### src/rtl/amp_i2c_arbiter_if.sv
// rtl/amp_i2c_arbiter_if.sv - requester and I2C-master signal bundle for the amplifier I2C arbiter
interface amp_i2c_arbiter_if #(
  parameter int NREQ = 3
);
  logic [NREQ-1:0]   req_in;
  logic [NREQ-1:0]   rnw_in;
  logic [8*NREQ-1:0] reg_in;
  logic [8*NREQ-1:0] wdata_in;
  logic [NREQ-1:0]   grant_out;
  logic [NREQ-1:0]   done_out;
  logic              err_out;
  logic [7:0]        rdata_out;
  logic              m_start;
  logic              m_rnw;
  logic [7:0]        m_reg;
  logic [7:0]        m_wdata;
  logic              m_busy;
  logic              m_done;
  logic              m_nack;
  logic [7:0]        m_rdata;
  logic              m_abort;

  // slave: the arbiter itself; master: requesters plus the I2C master around it
  modport slave (
    input  req_in, rnw_in, reg_in, wdata_in, m_busy, m_done, m_nack, m_rdata,
    output grant_out, done_out, err_out, rdata_out, m_start, m_rnw, m_reg, m_wdata, m_abort
  );
  modport master (
    output req_in, rnw_in, reg_in, wdata_in, m_busy, m_done, m_nack, m_rdata,
    input  grant_out, done_out, err_out, rdata_out, m_start, m_rnw, m_reg, m_wdata, m_abort
  );
endinterface

### src/rtl/amp_i2c_arbiter.sv
// rtl/amp_i2c_arbiter.sv - shares one amplifier I2C master between NREQ register-access requesters
module amp_i2c_arbiter #(
  parameter int NREQ    = 3,
  parameter int TO_W    = 16,
  parameter int TIMEOUT = 50000
) (
  input  logic              clk_in,
  input  logic              resetb,
  amp_i2c_arbiter_if.slave  bus
);
  localparam int IW = (NREQ > 1) ? $clog2(NREQ) : 1;
  localparam logic [NREQ-1:0] ONE_HOT0 = {{(NREQ-1){1'b0}}, 1'b1};

  typedef enum logic [2:0] {
    S_IDLE,
    S_GRANT,
    S_ISSUE,
    S_WAIT,
    S_DONE
  } state_e;

  state_e          state_q, state_d;
  logic [IW-1:0]   winner_q, winner_d;
  logic [IW-1:0]   rr_q, rr_d;
  logic [NREQ-1:0] grant_q, grant_d;
  logic [NREQ-1:0] done_q, done_d;
  logic [TO_W-1:0] timer_q, timer_d;
  logic            err_q, err_d;
  logic [7:0]      rdata_q, rdata_d;
  logic            start_q, start_d;
  logic            abort_q, abort_d;
  logic            rnw_q, rnw_d;
  logic [7:0]      reg_q, reg_d;
  logic [7:0]      wdata_q, wdata_d;

  logic [IW-1:0]   sel_idx;
  logic            sel_found;
  logic [IW:0]     cand;

  // Requester 0 always wins; the others are scanned from rr_q, wrapping within 1..NREQ-1.
  always_comb begin
    sel_idx   = '0;
    sel_found = 1'b0;
    cand      = '0;
    if (bus.req_in[0]) begin
      sel_found = 1'b1;
    end else begin
      for (int off = 0; off < NREQ - 1; off++) begin
        cand = {1'b0, rr_q} + (IW+1)'(off);
        if (cand >= (IW+1)'(NREQ)) begin
          cand = cand - (IW+1)'(NREQ - 1);
        end
        if (!sel_found && bus.req_in[cand[IW-1:0]]) begin
          sel_idx   = cand[IW-1:0];
          sel_found = 1'b1;
        end
      end
    end
  end

  always_ff @(posedge clk_in or negedge resetb) begin
    if (!resetb) begin
      state_q  <= S_IDLE;
      winner_q <= '0;
      rr_q     <= IW'(1);
      grant_q  <= '0;
      done_q   <= '0;
      timer_q  <= '0;
      err_q    <= 1'b0;
      rdata_q  <= '0;
      start_q  <= 1'b0;
      abort_q  <= 1'b0;
      rnw_q    <= 1'b0;
      reg_q    <= '0;
      wdata_q  <= '0;
    end else begin
      state_q  <= state_d;
      winner_q <= winner_d;
      rr_q     <= rr_d;
      grant_q  <= grant_d;
      done_q   <= done_d;
      timer_q  <= timer_d;
      err_q    <= err_d;
      rdata_q  <= rdata_d;
      start_q  <= start_d;
      abort_q  <= abort_d;
      rnw_q    <= rnw_d;
      reg_q    <= reg_d;
      wdata_q  <= wdata_d;
    end
  end

  always_comb begin
    state_d  = state_q;
    winner_d = winner_q;
    rr_d     = rr_q;
    grant_d  = grant_q;
    done_d   = '0;
    timer_d  = timer_q;
    err_d    = err_q;
    rdata_d  = rdata_q;
    start_d  = 1'b0;
    abort_d  = 1'b0;
    rnw_d    = rnw_q;
    reg_d    = reg_q;
    wdata_d  = wdata_q;
    case (state_q)
      S_IDLE: begin
        if (sel_found) begin
          winner_d = sel_idx;
          grant_d  = ONE_HOT0 << sel_idx;
          state_d  = S_GRANT;
        end
      end
      S_GRANT: begin
        rnw_d   = bus.rnw_in[winner_q];
        reg_d   = bus.reg_in[{winner_q, 3'b000} +: 8];
        wdata_d = bus.wdata_in[{winner_q, 3'b000} +: 8];
        state_d = S_ISSUE;
      end
      S_ISSUE: begin
        if (!bus.m_busy) begin
          start_d = 1'b1;
          timer_d = '0;
          state_d = S_WAIT;
        end
      end
      S_WAIT: begin
        timer_d = timer_q + TO_W'(1);
        // A completion arriving on the timeout cycle takes precedence over the abort.
        if (bus.m_done) begin
          err_d = bus.m_nack;
          if (rnw_q) begin
            rdata_d = bus.m_rdata;
          end
          state_d = S_DONE;
        end else if (timer_q == TO_W'(TIMEOUT - 1)) begin
          abort_d = 1'b1;
          err_d   = 1'b1;
          state_d = S_DONE;
        end
      end
      S_DONE: begin
        done_d  = grant_q;
        grant_d = '0;
        if (winner_q != '0) begin
          rr_d = (winner_q == IW'(NREQ - 1)) ? IW'(1) : winner_q + IW'(1);
        end
        state_d = S_IDLE;
      end
      default: state_d = S_IDLE;
    endcase
  end

  assign bus.grant_out = grant_q;
  assign bus.done_out  = done_q;
  assign bus.err_out   = err_q;
  assign bus.rdata_out = rdata_q;
  assign bus.m_start   = start_q;
  assign bus.m_abort   = abort_q;
  assign bus.m_rnw     = rnw_q;
  assign bus.m_reg     = reg_q;
  assign bus.m_wdata   = wdata_q;

endmodule

### src/flat_wrapper.sv
// flat-port wrapper written by rule: the top's interface ports become plain ports
module amp_i2c_arbiter_flat 
#(
  parameter int NREQ    = 3,
  parameter int TO_W    = 16,
  parameter int TIMEOUT = 50000
)
  (clk_in, resetb, bus_req_in, bus_rnw_in, bus_reg_in, bus_wdata_in, bus_m_busy, bus_m_done, bus_m_nack, bus_m_rdata, bus_grant_out, bus_done_out, bus_err_out, bus_rdata_out, bus_m_start, bus_m_rnw, bus_m_reg, bus_m_wdata, bus_m_abort);
  amp_i2c_arbiter_if #(.NREQ(NREQ)) bus_i ();
  input  logic clk_in;
  input  logic resetb;
  input wire logic [$bits(bus_i.req_in)-1:0] bus_req_in;
  input wire logic [$bits(bus_i.rnw_in)-1:0] bus_rnw_in;
  input wire logic [$bits(bus_i.reg_in)-1:0] bus_reg_in;
  input wire logic [$bits(bus_i.wdata_in)-1:0] bus_wdata_in;
  input wire logic [$bits(bus_i.m_busy)-1:0] bus_m_busy;
  input wire logic [$bits(bus_i.m_done)-1:0] bus_m_done;
  input wire logic [$bits(bus_i.m_nack)-1:0] bus_m_nack;
  input wire logic [$bits(bus_i.m_rdata)-1:0] bus_m_rdata;
  output wire logic [$bits(bus_i.grant_out)-1:0] bus_grant_out;
  output wire logic [$bits(bus_i.done_out)-1:0] bus_done_out;
  output wire logic [$bits(bus_i.err_out)-1:0] bus_err_out;
  output wire logic [$bits(bus_i.rdata_out)-1:0] bus_rdata_out;
  output wire logic [$bits(bus_i.m_start)-1:0] bus_m_start;
  output wire logic [$bits(bus_i.m_rnw)-1:0] bus_m_rnw;
  output wire logic [$bits(bus_i.m_reg)-1:0] bus_m_reg;
  output wire logic [$bits(bus_i.m_wdata)-1:0] bus_m_wdata;
  output wire logic [$bits(bus_i.m_abort)-1:0] bus_m_abort;
  assign bus_i.req_in = bus_req_in;
  assign bus_i.rnw_in = bus_rnw_in;
  assign bus_i.reg_in = bus_reg_in;
  assign bus_i.wdata_in = bus_wdata_in;
  assign bus_i.m_busy = bus_m_busy;
  assign bus_i.m_done = bus_m_done;
  assign bus_i.m_nack = bus_m_nack;
  assign bus_i.m_rdata = bus_m_rdata;
  assign bus_grant_out = bus_i.grant_out;
  assign bus_done_out = bus_i.done_out;
  assign bus_err_out = bus_i.err_out;
  assign bus_rdata_out = bus_i.rdata_out;
  assign bus_m_start = bus_i.m_start;
  assign bus_m_rnw = bus_i.m_rnw;
  assign bus_m_reg = bus_i.m_reg;
  assign bus_m_wdata = bus_i.m_wdata;
  assign bus_m_abort = bus_i.m_abort;
  amp_i2c_arbiter #(.NREQ(NREQ), .TO_W(TO_W), .TIMEOUT(TIMEOUT)) u_core (.clk_in(clk_in), .resetb(resetb), .bus(bus_i));
endmodule
### config.mk
export PLATFORM = sky130hd
export DESIGN_NAME = amp_i2c_arbiter_flat
export DESIGN_NICKNAME = d
export VERILOG_FILES = /design/src/rtl/amp_i2c_arbiter_if.sv /design/src/rtl/amp_i2c_arbiter.sv /design/src/flat_wrapper.sv
export SDC_FILE = /design/constraint.sdc
export NUM_CORES = 1
export LEC_CHECK = 0
export BUFFER_PORTS_ARGS = -buffer_cell sky130_fd_sc_hd__buf_2
export CORE_UTILIZATION = 48
export DETAILED_ROUTE_END_ITERATION = 12
export PLACE_DENSITY = 0.82
export SYNTH_ARGS = -nofsm -noshare
export SYNTH_HDL_FRONTEND = slang
export SYNTH_SLANG_ARGS = --single-unit
### constraint.sdc
create_clock -name clk_in -period 2.1 [get_ports clk_in]
set_clock_uncertainty 0.2 [all_clocks]
set_input_delay 0.105 -clock clk_in [delete_from_list [all_inputs] [get_ports clk_in]]
set_output_delay 0.105 -clock clk_in [all_outputs]
set_load 0.01 [all_outputs]
==> flow_metrics.tcl <==
set metrics [dict create \
    nets 502 \
    start_util_pct 51.0 \
    fp.dieW_um 79.2 \
    synth_cell_types 49 \
    hold_depth 5 \
    io_buffers 100 \
    period_share_pct 96.5 \
    seq_power_share_pct 34.7 \
    syn_avg_cell_area_um2 10.0 \
    min_to "u_core.bus.m_reg[6]" \
    muxShareOfSynthArea_pct 11.6 \
    switching_share_pct 37.4 \
    synth_area_mm2 0.00286 \
    synth-seq-cells 57 \
    die_y_um 79.2 \
    dr.pass1.iters 4 \
    layout_setup_ws_ns 0.0737 \
    gp_congestion 0.856 \
    r2r-end "u_core.bus.m_reg[7]" \
    area_growth_pct 42.7 \
    power.density_mw_per_mm2 1260 \
    cts_max_level 3 \
    gr-total-overflow 0 \
    synth_compound_area_share_pct 16.1 \
    synth_flop_cell "dfrtp_1" \
    synth_edf_count 0 \
    r2r_start "u_core.winner_q[1]" \
    drv_slew 0 \
    layout_commonest_cell "buf_2" \
    place_ws_ns 0.175 \
    holdCritPathClass "input port to register" \
    antenna_found_initial 0 \
    tightestPinTransition_ns 0.698 \
    clkSinkCount 57 \
    grt_first_pass_wirelength_um 12900 \
    synthAdderAreaFrac_pct 0.437 \
    min_from "bus_reg_in[22]" \
    grt_pass1_vias 2877 \
    crit_fanout 21 \
    syn_nets 353 \
    rsz0062_at_grt "no" \
    multiInputGateArea_mm2 0.00131 \
    clk_pin_slew_ns 0.07 \
    drc 0 \
    switchingPower_mw 1.92 \
    ctsRootBufferMaster "clkbuf_8" \
    grt_use_total_pct 26.9 \
    reg2reg_slack_ns 0.07 \
    synth_top_family_by_area "simple AND/OR/NAND/NOR gates" \
    crit_type "register to register" \
    hold_violations 0 \
    endpoint_kind "register" \
    drt-initial-drc-count 146 \
    synth_xor_area_share_pct 0 \
    crit_required_ns 2.14 \
    cts_made_buffers 9 \
    hpwlAfterDp_um 4940 \
    ir_drop_mv 0.953 \
    slew_headroom_pct 53.5 \
    fill_cells 407 \
    viasPerCell 5.46 \
    finalSetupTns_ns 0 \
    start_kind "register" \
    die-area_mm2 0.00627 \
    crit_arrival_ns 2.07 \
    ios 101 \
    syn_inst 285 \
    drt_wl_total_um 7900 \
    worst-r2r-cell-count 6 \
    cellInternalPower_mw 3.22 \
    grt_max_degree 58 \
    final_cell_mix "buf_2, dfrtp_1, a21oi_1" \
    design.core.area_mm2 0.00561 \
    num_vias 2787 \
    clk_path_buf_depth 2 \
    cap_viol_max_count 0 \
    finalSetupViolCount 0 \
    rows 27 \
    pwr-share-clk_pct 21.4 \
    wl_per_cell_um 15.5 \
    status "finished, final reports clean" \
    combinationalPowerShare_pct 43.8 \
    ys_warn_count 0 \
    ant_nets 0 \
    ys_async_sr_fraction_pct 100 \
    period_needed_ns 2.03 \
    final_cells 510 \
    yosys.area_share.simple_pct 17.4 \
    largest_reg_flops 16 \
    power_leakage_nw 1.92 \
    drive_gt1_share_pct 33.8 \
    fmax_ghz 0.494 \
    top_register "u_core.timer_q" \
    regArea_mm2 0.00143 \
    tritoncts "built" \
    dp.cells 451 \
    ys_seq_area_share_pct 49.9 \
    clk_latency_ns 0.33 \
    antennaDiodeCount 0 \
]
synthesized netlist by cell type (2+ instances only):
| master | number | area (µm²) |
|---|---|---|
| mux2i_1 | 23 | 230 |
| o21ai_0 | 14 | 70.1 |
| and3_1 | 4 | 25.0 |
| o31ai_1 | 2 | 15.0 |
| nor2_1 | 40 | 150 |
| nand4_1 | 6 | 37.5 |
| a21oi_1 | 43 | 215 |
| nor3_1 | 6 | 30.0 |
| nand2_1 | 15 | 56.3 |
| and2_1 | 2 | 12.5 |
| clkbuf_1 | 5 | 18.8 |
| buf_6 | 3 | 33.8 |
| nand3_1 | 9 | 45.0 |
| mux2_2 | 9 | 101 |
| buf_2 | 5 | 25.0 |
| inv_1 | 9 | 33.8 |
| buf_4 | 2 | 15.0 |
| nor4_1 | 2 | 12.5 |
| dfrtp_1 | 56 | 1400 |
critical path, cell delays in order, from the launching register on:
cell and delay (ns):
dfrtp_1 0.37, buf_6 0.18, nor2_1 0.15, buf_6 0.19
a21oi_1 0.08, dlygate4sd3_1 0.55, a21oi_1 0.21
timing repair:
| item | CTS | global route |
|---|---|---|
| buffers inserted | 0 | 3 |
| gates resized for setup | 0 | 2 |
| hold endpoints to repair | 90 | 0 |
| hold buffers | 41 | 0 |
| endpoints found under the setup margin | 0 | 8 |
cells by family after synthesis:
kind of cell             count (synthesis)
buffers and inverters                   25
AND/OR/NAND/NOR                         96
flip-flops                              57
AO/OA/AOI/OAI                           74
adder cells (fa/ha/maj)                  1
multiplexers                            32
stage by stage:
step	hold WS [ns]	power, mW	cell area (µm²)	util, %
5_1_grt	0.0696	5.46	4080	72.8
2_1_floorplan	-0.391	3.07	2860	-
6_report	0.0265	5.14	4080	72.8
4_1_cts	0.00492	5.01	4050	72.3
3_3_place_gp	0.0847	3.64	3430	61.2
3_5_place_dp	0.0833	3.72	3430	61.2
per-layer routing:
metal / vias up / track usage [%] / wire [µm]
met1: 1323 / 30.0 / 3180
met2: 118 / 46.6 / 3970
li1: 1320 / - / -
met5: - / 0 / 0
met4: 0 / 13.8 / 246
met3: 26 / 7.36 / 506
worst max path at each step:
stage | startpoint | end
after global placement | u_core.state_q[0] | u_core.timer_q[13]
after detailed placement | u_core.state_q[0] | u_core.timer_q[2]
after global routing | u_core.winner_q[1] | u_core.bus.m_reg[7]
after CTS | u_core.winner_q[1] | u_core.bus.m_wdata[4]
after floorplan | u_core.state_q[2] | u_core.timer_q[13]
final | u_core.winner_q[1] | u_core.bus.m_reg[7]
area by class of cell:
class | count | area share, %
timing repair buffer | 153 | 24.7
clock buffer | 12 | 3.56
sequential | 57 | 35.0
tap | 72 | 2.21
multi-input combinational | 203 | 32.1
clock inverter | 3 | 1.59
inverter | 10 | 0.919
power by group through the flow:
| stage | logic [mW] | registers (mW) | clock network [mW] |
|---|---|---|---|
| floorplan | 1.22 | 1.84 | 0 |
| global placement | 1.87 | 1.77 | 0 |
| detailed placement | 1.95 | 1.77 | 0 |
| CTS | 2.13 | 1.77 | 1.11 |
| global route | 2.46 | 1.83 | 1.16 |
| finish | 2.25 | 1.79 | 1.10 |
Note: power is estimated with default switching activity, not from simulation.
